==> src/rtl/xor_descrambler_pkg.sv <==
// Shared constants for the x^7 + x^4 + 1 byte-wide scrambler/descrambler pair.
// Used by both the transmit-side scrambler and the receive-side descrambler.
package xor_descrambler_pkg;

    localparam int SCR_ORDER = 7;
    localparam int TAP_A     = 3;
    localparam int TAP_B     = 6;
    localparam int BYTE_W    = 8;
    localparam int CNT_W     = 16;

endpackage

==> src/rtl/xor_descr_step.sv <==
// Combinational 8-bit unroll of the self-synchronizing descrambler history.
// Bit 0 of data_in is the earliest received bit and is processed first.
module xor_descr_step
    import xor_descrambler_pkg::*;
(
    input  logic [SCR_ORDER-1:0] s_in,
    input  logic [BYTE_W-1:0]    data_in,
    output logic [SCR_ORDER-1:0] s_out,
    output logic [BYTE_W-1:0]    data_out
);

    // s_chain[k] is the history seen by bit k; s_chain[BYTE_W] is the final state.
    logic [SCR_ORDER-1:0] s_chain [0:BYTE_W];

    assign s_chain[0] = s_in;

    generate
        for (genvar gi = 0; gi < BYTE_W; gi++) begin : g_bit
            assign data_out[gi]  = data_in[gi] ^ s_chain[gi][TAP_A] ^ s_chain[gi][TAP_B];
            assign s_chain[gi+1] = {s_chain[gi][SCR_ORDER-2:0], data_in[gi]};
        end
    endgenerate

    assign s_out = s_chain[BYTE_W];

endmodule

==> src/rtl/xor_descrambler.sv <==
// Byte-wide x^7 + x^4 + 1 self-synchronizing descrambler with a one-deep output stage.
// Optional even-parity checking is enabled by defining XOR_DESCRAMBLER_PARITY_EN.
module xor_descrambler
    import xor_descrambler_pkg::*;
(
    input  logic              clk,
    input  logic              rst_n,
    input  logic              flush,
    input  logic              in_valid,
    output logic              in_ready,
    input  logic [BYTE_W-1:0] in_data,
    output logic              out_valid,
    input  logic              out_ready,
    output logic [BYTE_W-1:0] out_data,
    output logic              out_sync,
    output logic [CNT_W-1:0]  byte_cnt
`ifdef XOR_DESCRAMBLER_PARITY_EN
    ,
    input  logic              in_parity,
    output logic              par_err,
    output logic [7:0]        par_err_cnt
`endif
);

    logic [SCR_ORDER-1:0] s_q, s_d;
    logic                 seen_q, seen_d;
    logic                 out_valid_q, out_valid_d;
    logic [BYTE_W-1:0]    out_data_q, out_data_d;
    logic                 out_sync_q, out_sync_d;
    logic [CNT_W-1:0]     byte_cnt_q, byte_cnt_d;

    logic [SCR_ORDER-1:0] step_s;
    logic [BYTE_W-1:0]    step_data;
    logic                 accept;
    logic                 handoff;

    xor_descr_step u_step (
        .s_in     (s_q),
        .data_in  (in_data),
        .s_out    (step_s),
        .data_out (step_data)
    );

    // Flush blocks acceptance so the offered byte stays with the sender's view of "not taken".
    assign in_ready = (!out_valid_q || out_ready) && !flush;
    assign accept   = in_valid && in_ready;
    assign handoff  = out_valid_q && out_ready;

    always_comb begin
        s_d         = s_q;
        seen_d      = seen_q;
        out_valid_d = out_valid_q;
        out_data_d  = out_data_q;
        out_sync_d  = out_sync_q;
        byte_cnt_d  = byte_cnt_q;

        if (handoff) begin
            byte_cnt_d = byte_cnt_q + CNT_W'(1);
        end

        if (flush) begin
            s_d         = '0;
            seen_d      = 1'b0;
            out_valid_d = 1'b0;
        end else if (accept) begin
            s_d         = step_s;
            seen_d      = 1'b1;
            out_valid_d = 1'b1;
            out_data_d  = step_data;
            out_sync_d  = seen_q;
        end else if (handoff) begin
            out_valid_d = 1'b0;
        end
    end

    always_ff @(posedge clk or negedge rst_n) begin
        if (!rst_n) begin
            s_q         <= '0;
            seen_q      <= 1'b0;
            out_valid_q <= 1'b0;
            out_data_q  <= '0;
            out_sync_q  <= 1'b0;
            byte_cnt_q  <= '0;
        end else begin
            s_q         <= s_d;
            seen_q      <= seen_d;
            out_valid_q <= out_valid_d;
            out_data_q  <= out_data_d;
            out_sync_q  <= out_sync_d;
            byte_cnt_q  <= byte_cnt_d;
        end
    end

    assign out_valid = out_valid_q;
    assign out_data  = out_data_q;
    assign out_sync  = out_sync_q;
    assign byte_cnt  = byte_cnt_q;

`ifdef XOR_DESCRAMBLER_PARITY_EN
    logic       par_err_q, par_err_d;
    logic [7:0] par_err_cnt_q, par_err_cnt_d;

    // Even parity: the XOR of data and parity bit must be zero for a clean byte.
    always_comb begin
        par_err_d     = par_err_q;
        par_err_cnt_d = par_err_cnt_q;
        if (!flush && accept) begin
            par_err_d = (^in_data) ^ in_parity;
        end
        if (handoff && par_err_q && (par_err_cnt_q != 8'hFF)) begin
            par_err_cnt_d = par_err_cnt_q + 8'd1;
        end
    end

    always_ff @(posedge clk or negedge rst_n) begin
        if (!rst_n) begin
            par_err_q     <= 1'b0;
            par_err_cnt_q <= 8'h00;
        end else begin
            par_err_q     <= par_err_d;
            par_err_cnt_q <= par_err_cnt_d;
        end
    end

    assign par_err     = par_err_q;
    assign par_err_cnt = par_err_cnt_q;
`endif

endmodule
==> config.mk <==
export PLATFORM = sky130hd
export DESIGN_NAME = xor_descrambler
export DESIGN_NICKNAME = d
export VERILOG_FILES = /design/src/rtl/xor_descrambler_pkg.sv /design/src/rtl/xor_descr_step.sv /design/src/rtl/xor_descrambler.sv
export SDC_FILE = /design/constraint.sdc
export NUM_CORES = 1
export LEC_CHECK = 0
export BUFFER_PORTS_ARGS = -buffer_cell sky130_fd_sc_hd__clkbuf_2
export CORE_MARGIN = 3
export CORE_UTILIZATION = 35
export DETAILED_ROUTE_END_ITERATION = 12
export GPL_TIMING_DRIVEN = 0
export PLACE_DENSITY = 0.64
export REMOVE_ABC_BUFFERS = 1
export SLEW_MARGIN = 40
export SYNTH_ARGS = -nofsm -noshare
export SYNTH_HDL_FRONTEND = slang
export SYNTH_SLANG_ARGS = --single-unit
==> constraint.sdc <==
create_clock -name clk -period 4.2 [get_ports clk]
set_clock_uncertainty 0.1 [all_clocks]
set_input_delay 0.84 -clock clk [delete_from_list [all_inputs] [get_ports clk]]
set_output_delay 0.84 -clock clk [all_outputs]
set_load 0.02 [all_outputs]
# --- After elaboration in Yosys (flattened, before gate mapping) ---
# Cells that the tools add are included.
op_classes:
  n_bitwise: 17
  addsub: 1
  muxes: 7
  n_reduce_logical: 9
ops:
  columns: ["cell", "count"]
  rows:
  - ["$add A16 B1 Y16 const B", 1]
  - ["$xor A1 B1 Y1", 16]
  - ["$mux W7", 2]
  - ["$mux W1", 5]
  - ["$logic_and A1 B1 Y1", 3]
  - ["$reduce_bool A3 Y1", 1]
  - ["$logic_not A1 Y1", 2]
  - ["$reduce_and A2 Y1", 1]
  - ["$reduce_bool A2 Y1", 1]
  - ["$logic_or A1 B1 Y1", 1]
  - ["$not A1 Y1", 1]
totals:
  reg_bits: 34
  out_inout_bits: 27
  inputBits: 13

# --- Longest topological paths before layout ---
# Gate-level depths: netlist of run 1.
depth:
  ltp_word: 6
  mapped_depth: 5

# --- By module ---
# A second synthesis of run 1 with hierarchy kept.
hier_totals:
  cells_unflattened: 133
  hier_area_um2: 1636.6
modules_own_cells:
  columns: ["module", "area_each_um2", "instances", "cells_each", "seq_area_each_um2"]
  rows:
  - ["xor_descrambler", 1390.1, 1, 118, 850.8]
  - ["xor_descr_step", 246.5, 1, 15, 0.0]

# --- Worst setup path after synthesis of run 1 ---
# OpenSTA, ideal clock, no wires.
synth_timing:
  path_type: "input -> output"
  from: "input port flush"
  to: "output port in_ready"
  n_path_buf: 1
  slack_ns: 1.923
  arrival_time_ns: 1.337
  cell_stages: 2
  path_cell_list: "clkbuf_1 > nor2_1"
synth_via:
  elab_chain_cells: 2
synth_lines:
  columns: ["element", "line", "rtl"]
  rows:
  - ["from (decl)", "xor_descrambler.sv:8", "input logic flush,"]
  - ["$logic_not A1 Y1", "xor_descrambler.sv:45", "assign in_ready = (!out_valid_q || out_ready) && !flush;"]
  - ["$logic_and A1 B1 Y1", "xor_descrambler.sv:45", null]
  - ["to (decl)", "xor_descrambler.sv:10", "output logic in_ready,"]
# Every way passes these cells.

# --- Worst setup path in the final report of run 1 ---
layout_timing:
  from: "input port out_ready"
  to: "output port in_ready"
layout_via:
  elab_chain_cells: 2
layout_lines:
  columns: ["element", "line", "rtl"]
  rows:
  - ["from (decl)", "xor_descrambler.sv:13", "input logic out_ready,"]
  - ["$logic_or A1 B1 Y1", "xor_descrambler.sv:45", null]
  - ["$logic_and A1 B1 Y1", "xor_descrambler.sv:45", null]
# Every way passes these cells.

==> impl_metrics.py, run 1 <==
metrics = {
    "setup_path": {
        "critical_path_class": "input port to primary output",
        "critPathLaunch": "out_ready",
        "cp_max_fo": 5,
        "launch_point_of_the_worst_reg_to_reg_path": "out_valid",
        "critical_path_arrival_ns": 1.39,
        "worst_r2r_endpoint": "out_data[6]",
        "startpoint_type": "input port",
        "end_kind": "primary output",
        "rr_worst_depth": 4,
        "worst_ep_required_time_ns": 3.26,
        "worst_setup_path_endpoint": "in_ready",
        "regToRegSetupSlack_ns": 2.29,
    },
    "die": {
        "i_o_pin_count": 40,
        "core_region_area_sq_um": 4170,
        "die_h_um": 73.2,
        "fp-row-count": 23,
        "die-area_sq_um": 5360,
        "start_util": 0.379,
        "floorplan.die.width_um": 73.2,
    },
    "synthesis": {
        "ys_ff_latch": 34,
        "number_of_instances_in_the_synthesized_netlist": 135,
        "ys_types": 25,
        "synth_top_cell_by_area": "sky130_fd_sc_hd__dfrtp_1",
        "synthDominantCellAreaShare": 0.538,
        "syn-mean-instance-area_sq_um": 11.7,
        "yosys-top-cells-area": "sky130_fd_sc_hd__dfrtp_1, sky130_fd_sc_hd__xnor2_1, sky130_fd_sc_hd__mux2_4",
        "post_synth_instance_area_sq_um": 1580,
        "yosysSeqAreaShare": 0.538,
        "synthesis.yosys.warnings": 0,
    },
    "timing": {
        "finalWorstSetupSlack_ns": 1.87,
        "final_hold_viol_count": 0,
        "min_period_ns": 2.33,
        "timing_worst_slew_pin_value_ns": 0.541,
        "finalMaxSlewViolations": 0,
        "max_freq_mhz": 429,
        "period_share": 0.555,
        "max_slew_headroom_at_the_worst_pin": 0.639,
        "rsz_0062_raised_after_global_routing": "no",
        "setup_total_negative_slack_ns": 0,
        "final.hold.worst_slack_ns": 0.379,
        "setup_violations": 0,
    },
    "pwr": {
        "leakage_nw": 0.915,
        "vdd_drop_max_mv": 0.191,
        "power.density_cell_area_nw_per_um2": 474,
        "total_power_uw": 912,
    },
    "global_route": {
        "maximum_number_of_pins_on_one_net_before_global_route_repair": 35,
        "overflow_left_after_global_routing": 0,
        "grt.total_usage": 0.123,
        "grt_first_pass_wirelength_um": 5050,
        "grt_pass1_vias": 1129,
        "grt_antenna_before_repair": 0,
    },
    "cts": {
        "cts_hold_buffers": 0,
        "sink_count_of_the_clock_tree": 34,
        "cts.path.max_buffers": 2,
        "post_cts_resize_count": 0,
        "clk_pin_slew_worst_paths_ns": 0.07,
        "htree_depth": 2,
        "cts_inserted_buffers": 5,
        "root_buffer": "sky130_fd_sc_hd__clkbuf_8",
        "post_cts.repair.setup_buffers": 0,
        "clock_insertion_delay_worst_skew_ns": 0.28,
        "tritoncts_clock_tree": "built",
    },
    "final_layout": {
        "layoutNonFillerInstCount": 230,
        "layout_cell_share_with_drive_strength_beyond_1": 0.339,
        "antenna_cells_inserted": 0,
        "areaGrowthSynthToFinish_pct": 21.5,
        "post-route-util": 0.461,
        "fill_cells": 399,
        "post-route-cell-area_sq_um": 1920,
        "seqCellArea_sq_um": 851,
        "multi_input_comb_area_sq_um": 704,
        "final_net_count": 193,
    },
    "status": {
        "outcome": "finished clean",
    },
    "placement": {
        "dpl.cell_count": 222,
        "port_buffers": 39,
        "place.detailed.hpwl_um": 2350,
        "gp_congestion": 0.766,
        "dp_area_sq_um": 1830,
        "detailedPlace.worstSlack_ns": 1.82,
    },
    "detailed_routing": {
        "initialDrtViolationCount": 74,
        "final_antenna_net_count": 0,
        "routed-via-count": 1103,
        "detail_route.vias_per_cell": 4.80,
        "average_wire_length_per_cell_after_detail_routing_um": 13.1,
        "drc_errors": 0,
        "detail_route.first_pass.iterations": 4,
        "totalWireLength_um": 3020,
    },
    "run": {
        "cap_viol_max_count": 0,
    },
    "worst_hold_path": {
        "worstHoldPathType": "register to register",
    },
}
cell usage after synthesis:
| cell type | n |
|---|---|
| sky130_fd_sc_hd__nand2_1 | 15 |
| sky130_fd_sc_hd__ha_1 | 1 |
| sky130_fd_sc_hd__mux2_2 | 5 |
| sky130_fd_sc_hd__or2_2 | 1 |
| sky130_fd_sc_hd__nor3b_4 | 1 |
| sky130_fd_sc_hd__nand3_1 | 8 |
| sky130_fd_sc_hd__nand2b_1 | 6 |
| sky130_fd_sc_hd__xnor2_1 | 25 |
| sky130_fd_sc_hd__nand4_1 | 2 |
| sky130_fd_sc_hd__mux2_4 | 5 |
| sky130_fd_sc_hd__xor2_1 | 6 |
| sky130_fd_sc_hd__and3_1 | 2 |
| sky130_fd_sc_hd__and2_1 | 1 |
| sky130_fd_sc_hd__buf_6 | 1 |
| sky130_fd_sc_hd__buf_4 | 1 |
| sky130_fd_sc_hd__nor2_1 | 7 |
| sky130_fd_sc_hd__inv_1 | 1 |
| sky130_fd_sc_hd__clkbuf_1 | 1 |
| sky130_fd_sc_hd__dfrtp_1 | 34 |
| sky130_fd_sc_hd__a21o_1 | 1 |
| sky130_fd_sc_hd__o21ai_0 | 7 |
| sky130_fd_sc_hd__nor2b_2 | 1 |
| sky130_fd_sc_hd__nor3_2 | 1 |
| sky130_fd_sc_hd__nor3_1 | 1 |
| sky130_fd_sc_hd__nor4_1 | 1 |
kinds of logic (layout without fill, tap and decap cells):
logic type / after synthesis / count (layout) / share of synthesized area
AO/OA/AOI/OAI: 8 / 8 / 0.0269
buffers and inverters: 4 / 49 / 0.0166
adder cells (fa/ha/maj): 1 / 1 / 0.00791
multiplexers: 10 / 10 / 0.0831
XOR/XNOR: 31 / 31 / 0.172
flip-flops: 34 / 34 / 0.538
AND/OR/NAND/NOR: 47 / 47 / 0.156
cell type report:
type                    instances  area share
flip-flops and latches         34       0.443
multi-input cells              97       0.367
repair buffers                 40       0.109
clock buffers                   7      0.0449
well taps                      50      0.0326
clock inverters                 1     0.00260
inverters                       1     0.00195
how the worst min path moves through the flow:
stage | slack (ns) | cells past startpoint | startpoint | endpoint
CTS | 0.39 | 1 | byte_cnt[15] | byte_cnt[15]
global placement | 0.36 | 1 | byte_cnt[15] | byte_cnt[15]
finish | 0.38 | 1 | byte_cnt[15] | byte_cnt[15]
global route | 0.40 | 1 | byte_cnt[15] | byte_cnt[15]
floorplan | 0.35 | 1 | seen_q | seen_q
detailed placement | 0.38 | 1 | byte_cnt[15] | byte_cnt[15]
power by group:
part | internal, mW | switching (mW)
sequential | 0.381 | 0.0462
clock | 0.132 | 0.111
combinational | 0.105 | 0.136
total | 0.619 | 0.293
layout by cell type, fill, tap and decap left out, drive strengths merged:
cell | synthesis | layout
dfrtp | 34 | 34
nand3 | 8 | 8
inv | 1 | 1
xor2 | 6 | 6
buf | 2 | 2
nor3b | 1 | 1
nor2 | 7 | 7
a21o | 1 | 1
and2 | 1 | 1
o21ai | 7 | 7
nand2b | 6 | 6
or2 | 1 | 1
nor4 | 1 | 1
ha | 1 | 1
nor3 | 2 | 2
clkinv | 0 | 1
nand4 | 2 | 2
nor2b | 1 | 1
nand2 | 15 | 15
and3 | 2 | 2
xnor2 | 25 | 25
clkbuf | 1 | 45
mux2 | 10 | 10
state kept, by name, indices dropped and copies added, names as in the netlist:
name	cells
seen_q	1
out_sync	1
byte_cnt	16
s_q	7
out_data	8
out_valid	1
metal layers:
metal,part of all wire,GRT usage,up-vias
met2,0.48,0.194,30
met4,0.027,0.0799,0
li1,-,-,531
met5,0,0,-
met1,0.43,0.149,535
met3,0.054,0.0289,7
critical path, cell delays in order:
cell	delay, ns
sky130_fd_sc_hd__clkbuf_2	0.13
sky130_fd_sc_hd__nor2b_2	0.21
sky130_fd_sc_hd__nor2_1	0.06
sky130_fd_sc_hd__clkbuf_2	0.16
Note: power is estimated with default switching activity, not from simulation.
==> run 2: changes to the inputs <==
--- a/config.mk
+++ b/config.mk
@@ -10,7 +10,7 @@
 export CORE_UTILIZATION = 35
 export DETAILED_ROUTE_END_ITERATION = 12
 export GPL_TIMING_DRIVEN = 0
-export PLACE_DENSITY = 0.64
+export PLACE_DENSITY = 0.66
 export REMOVE_ABC_BUFFERS = 1
 export SLEW_MARGIN = 40
 export SYNTH_ARGS = -nofsm -noshare
==> constraint.sdc (replaced) <==
create_clock -name clk -period 1.9 [get_ports clk]
set_clock_uncertainty 0.1 [all_clocks]
set_input_delay 0.38 -clock clk [delete_from_list [all_inputs] [get_ports clk]]
set_output_delay 0.38 -clock clk [all_outputs]
set_load 0.02 [all_outputs]
==> impl_metrics.py, run 2 (synthesis results as in run 1) <==
metrics = {
    "detailed_routing": {
        "average_wire_length_per_cell_after_detail_routing_um": 12.5,
        "totalWireLength_um": 2890,
        "detail_route.vias_per_cell": 4.52,
        "final_antenna_net_count": 0,
        "initialDrtViolationCount": 75,
        "drc_errors": 0,
        "detail_route.first_pass.iterations": 4,
        "routed-via-count": 1043,
    },
    "timing": {
        "finalMaxSlewViolations": 0,
        "period_share": 0.943,
        "setup_total_negative_slack_ns": 0,
        "finalWorstSetupSlack_ns": 0.109,
        "max_slew_headroom_at_the_worst_pin": 0.688,
        "final_hold_viol_count": 0,
        "timing_worst_slew_pin_value_ns": 0.469,
        "setup_violations": 0,
        "rsz_0062_raised_after_global_routing": "no",
        "max_freq_mhz": 558,
        "min_period_ns": 1.79,
        "final.hold.worst_slack_ns": 0.234,
    },
    "pwr": {
        "p_comb_frac": 0.269,
        "power_frac_seq": 0.484,
        "power.density_cell_area_nw_per_um2": 1020,
        "power_report.internal_total_mw": 1.33,
        "leakage_nw": 0.913,
        "swShare": 0.322,
        "vdd_drop_max_mv": 0.423,
        "total_switching_power_uw": 630,
        "share_clk_of_total_power": 0.247,
    },
    "setup_path": {
        "regToRegSetupSlack_ns": 0.11,
        "critical_path_buf_inv_count": 2,
        "worst_ep_required_time_ns": 1.96,
        "path_common_cell": "sky130_fd_sc_hd__buf_4",
        "startpoint_type": "register",
        "crit_slowest_cell": "sky130_fd_sc_hd__dfrtp_1",
        "launch_point_of_the_worst_reg_to_reg_path": "out_valid",
        "cp_max_fo": 17,
        "critical-path-max-stage-delay_ns": 0.44,
        "critical-path-top-delay-family": "flip-flops",
        "end_kind": "register",
        "critPathLaunch": "out_valid",
        "rr_worst_depth": 5,
        "critical_path_class": "register to register",
        "critical_path_arrival_ns": 1.85,
        "worst_r2r_endpoint": "out_data[0]",
        "path_cells": "nor2b_2 > nor3b_4 > buf_4 > buf_4 > mux2_2",
    },
    "final_layout": {
        "antenna_cells_inserted": 0,
        "final_net_count": 195,
        "layoutNonFillerInstCount": 231,
        "highest_count_cells_in_the_layout_ignoring_fill_and_taps": "sky130_fd_sc_hd__clkbuf_2, sky130_fd_sc_hd__dfrtp_1, sky130_fd_sc_hd__xnor2_1",
        "max_reg_flops": 16,
        "layout_cell_share_with_drive_strength_beyond_1": 0.331,
        "mostFrequentLayoutCell": "sky130_fd_sc_hd__clkbuf_2",
        "areaGrowthSynthToFinish_pct": 21.4,
    },
    "cts": {
        "htree_depth": 2,
        "sink_count_of_the_clock_tree": 34,
        "cts_inserted_buffers": 5,
        "root_buffer": "sky130_fd_sc_hd__clkbuf_8",
        "clk_pin_slew_worst_paths_ns": 0.06,
        "cts_hold_buffers": 1,
        "post_cts_resize_count": 0,
        "clock_insertion_delay_worst_skew_ns": 0.28,
        "tritoncts_clock_tree": "built",
        "post_cts.repair.setup_buffers": 0,
        "cts.path.max_buffers": 2,
    },
    "die": {
        "fp-row-count": 23,
        "i_o_pin_count": 40,
        "floorplan.die.width_um": 73.2,
        "die-area_sq_um": 5360,
        "start_util": 0.379,
        "die_h_um": 73.2,
        "core_region_area_sq_um": 4170,
    },
    "global_route": {
        "overflow_left_after_global_routing": 0,
        "maximum_number_of_pins_on_one_net_before_global_route_repair": 35,
        "grt_antenna_before_repair": 0,
        "grt.total_usage": 0.127,
        "grt_first_pass_wirelength_um": 5090,
        "grt_pass1_vias": 1045,
    },
    "worst_hold_path": {
        "worstHoldPathType": "input port to register",
        "worst_hold_path.num_cells": 3,
        "hold_path.startpoint": "in_data[7]",
        "hold_path_end": "s_q[0]",
    },
    "placement": {
        "dpl.cell_count": 223,
        "gp_congestion": 0.725,
        "place.detailed.hpwl_um": 2130,
        "detailedPlace.worstSlack_ns": 0.113,
        "port_buffers": 39,
    },
    "run": {
        "cap_viol_max_count": 0,
    },
    "status": {
        "outcome": "finished clean",
    },
}
==> run 2: cell count changes in the layout (fill, tap and decap cells not counted), sizes merged <==
cell | previous run | this run
clkbuf | 45 | 46
clkinv | 1 | 0
dlygate4sd3 | 0 | 1
==> run 2: power by group through the flow <==
| stage | Clock, mW | Combinational (mW) | Sequential (mW) |
|---|---|---|---|
| 3_5_place_dp | 0 | 0.533 | 0.961 |
| 5_1_grt | 0.539 | 0.582 | 0.968 |
| 2_1_floorplan | 0 | 0.218 | 1.08 |
| 4_1_cts | 0.513 | 0.535 | 0.949 |
| 3_3_place_gp | 0 | 0.523 | 0.961 |
| 6_report | 0.484 | 0.526 | 0.948 |
==> run 2: tightest hold or removal path, stage by stage <==
cell and delay, ns:
sky130_fd_sc_hd__clkbuf_2 0.09, sky130_fd_sc_hd__nand2_1 0.04, sky130_fd_sc_hd__o21ai_0 0.06
==> run 2: layer usage <==
metal  track usage  up-vias  share of wire
li1              -      535              -
met4        0.0615        0          0.022
met3        0.0441        6          0.043
met2         0.184       21           0.47
met5             0        -              0
met1         0.167      481           0.47
==> run 2: how the worst max path moves through the flow <==
stage	end	slack, ns	cells past startpoint
after floorplan	out_data[0]	-0.05	3
after global placement	out_data[2]	-0.20	3
after detailed placement	out_data[0]	0.11	5
after CTS	out_data[0]	0.1	5
after global routing	out_data[0]	0.03	5
final	out_data[0]	0.11	5
==> run 2: layout make-up <==
| type | instances | area, sq um |
|---|---|---|
| Fill cell | 418 | 2250 |
| Sequential cell | 34 | 851 |
| Clock buffer | 7 | 76.3 |
| Tap cell | 50 | 62.6 |
| Timing Repair Buffer | 42 | 223 |
| Multi-Input combinational cell | 97 | 704 |
| Inverter | 1 | 3.75 |
==> run 2: through the flow <==
stage | instance area, sq um | total power [mW] | util
after floorplan | 1560 | 1.29 | -
after global placement | 1820 | 1.48 | 0.435
after global routing | 1920 | 2.09 | 0.460
after CTS | 1920 | 2.00 | 0.460
after detailed placement | 1830 | 1.49 | 0.440
final | 1920 | 1.96 | 0.460
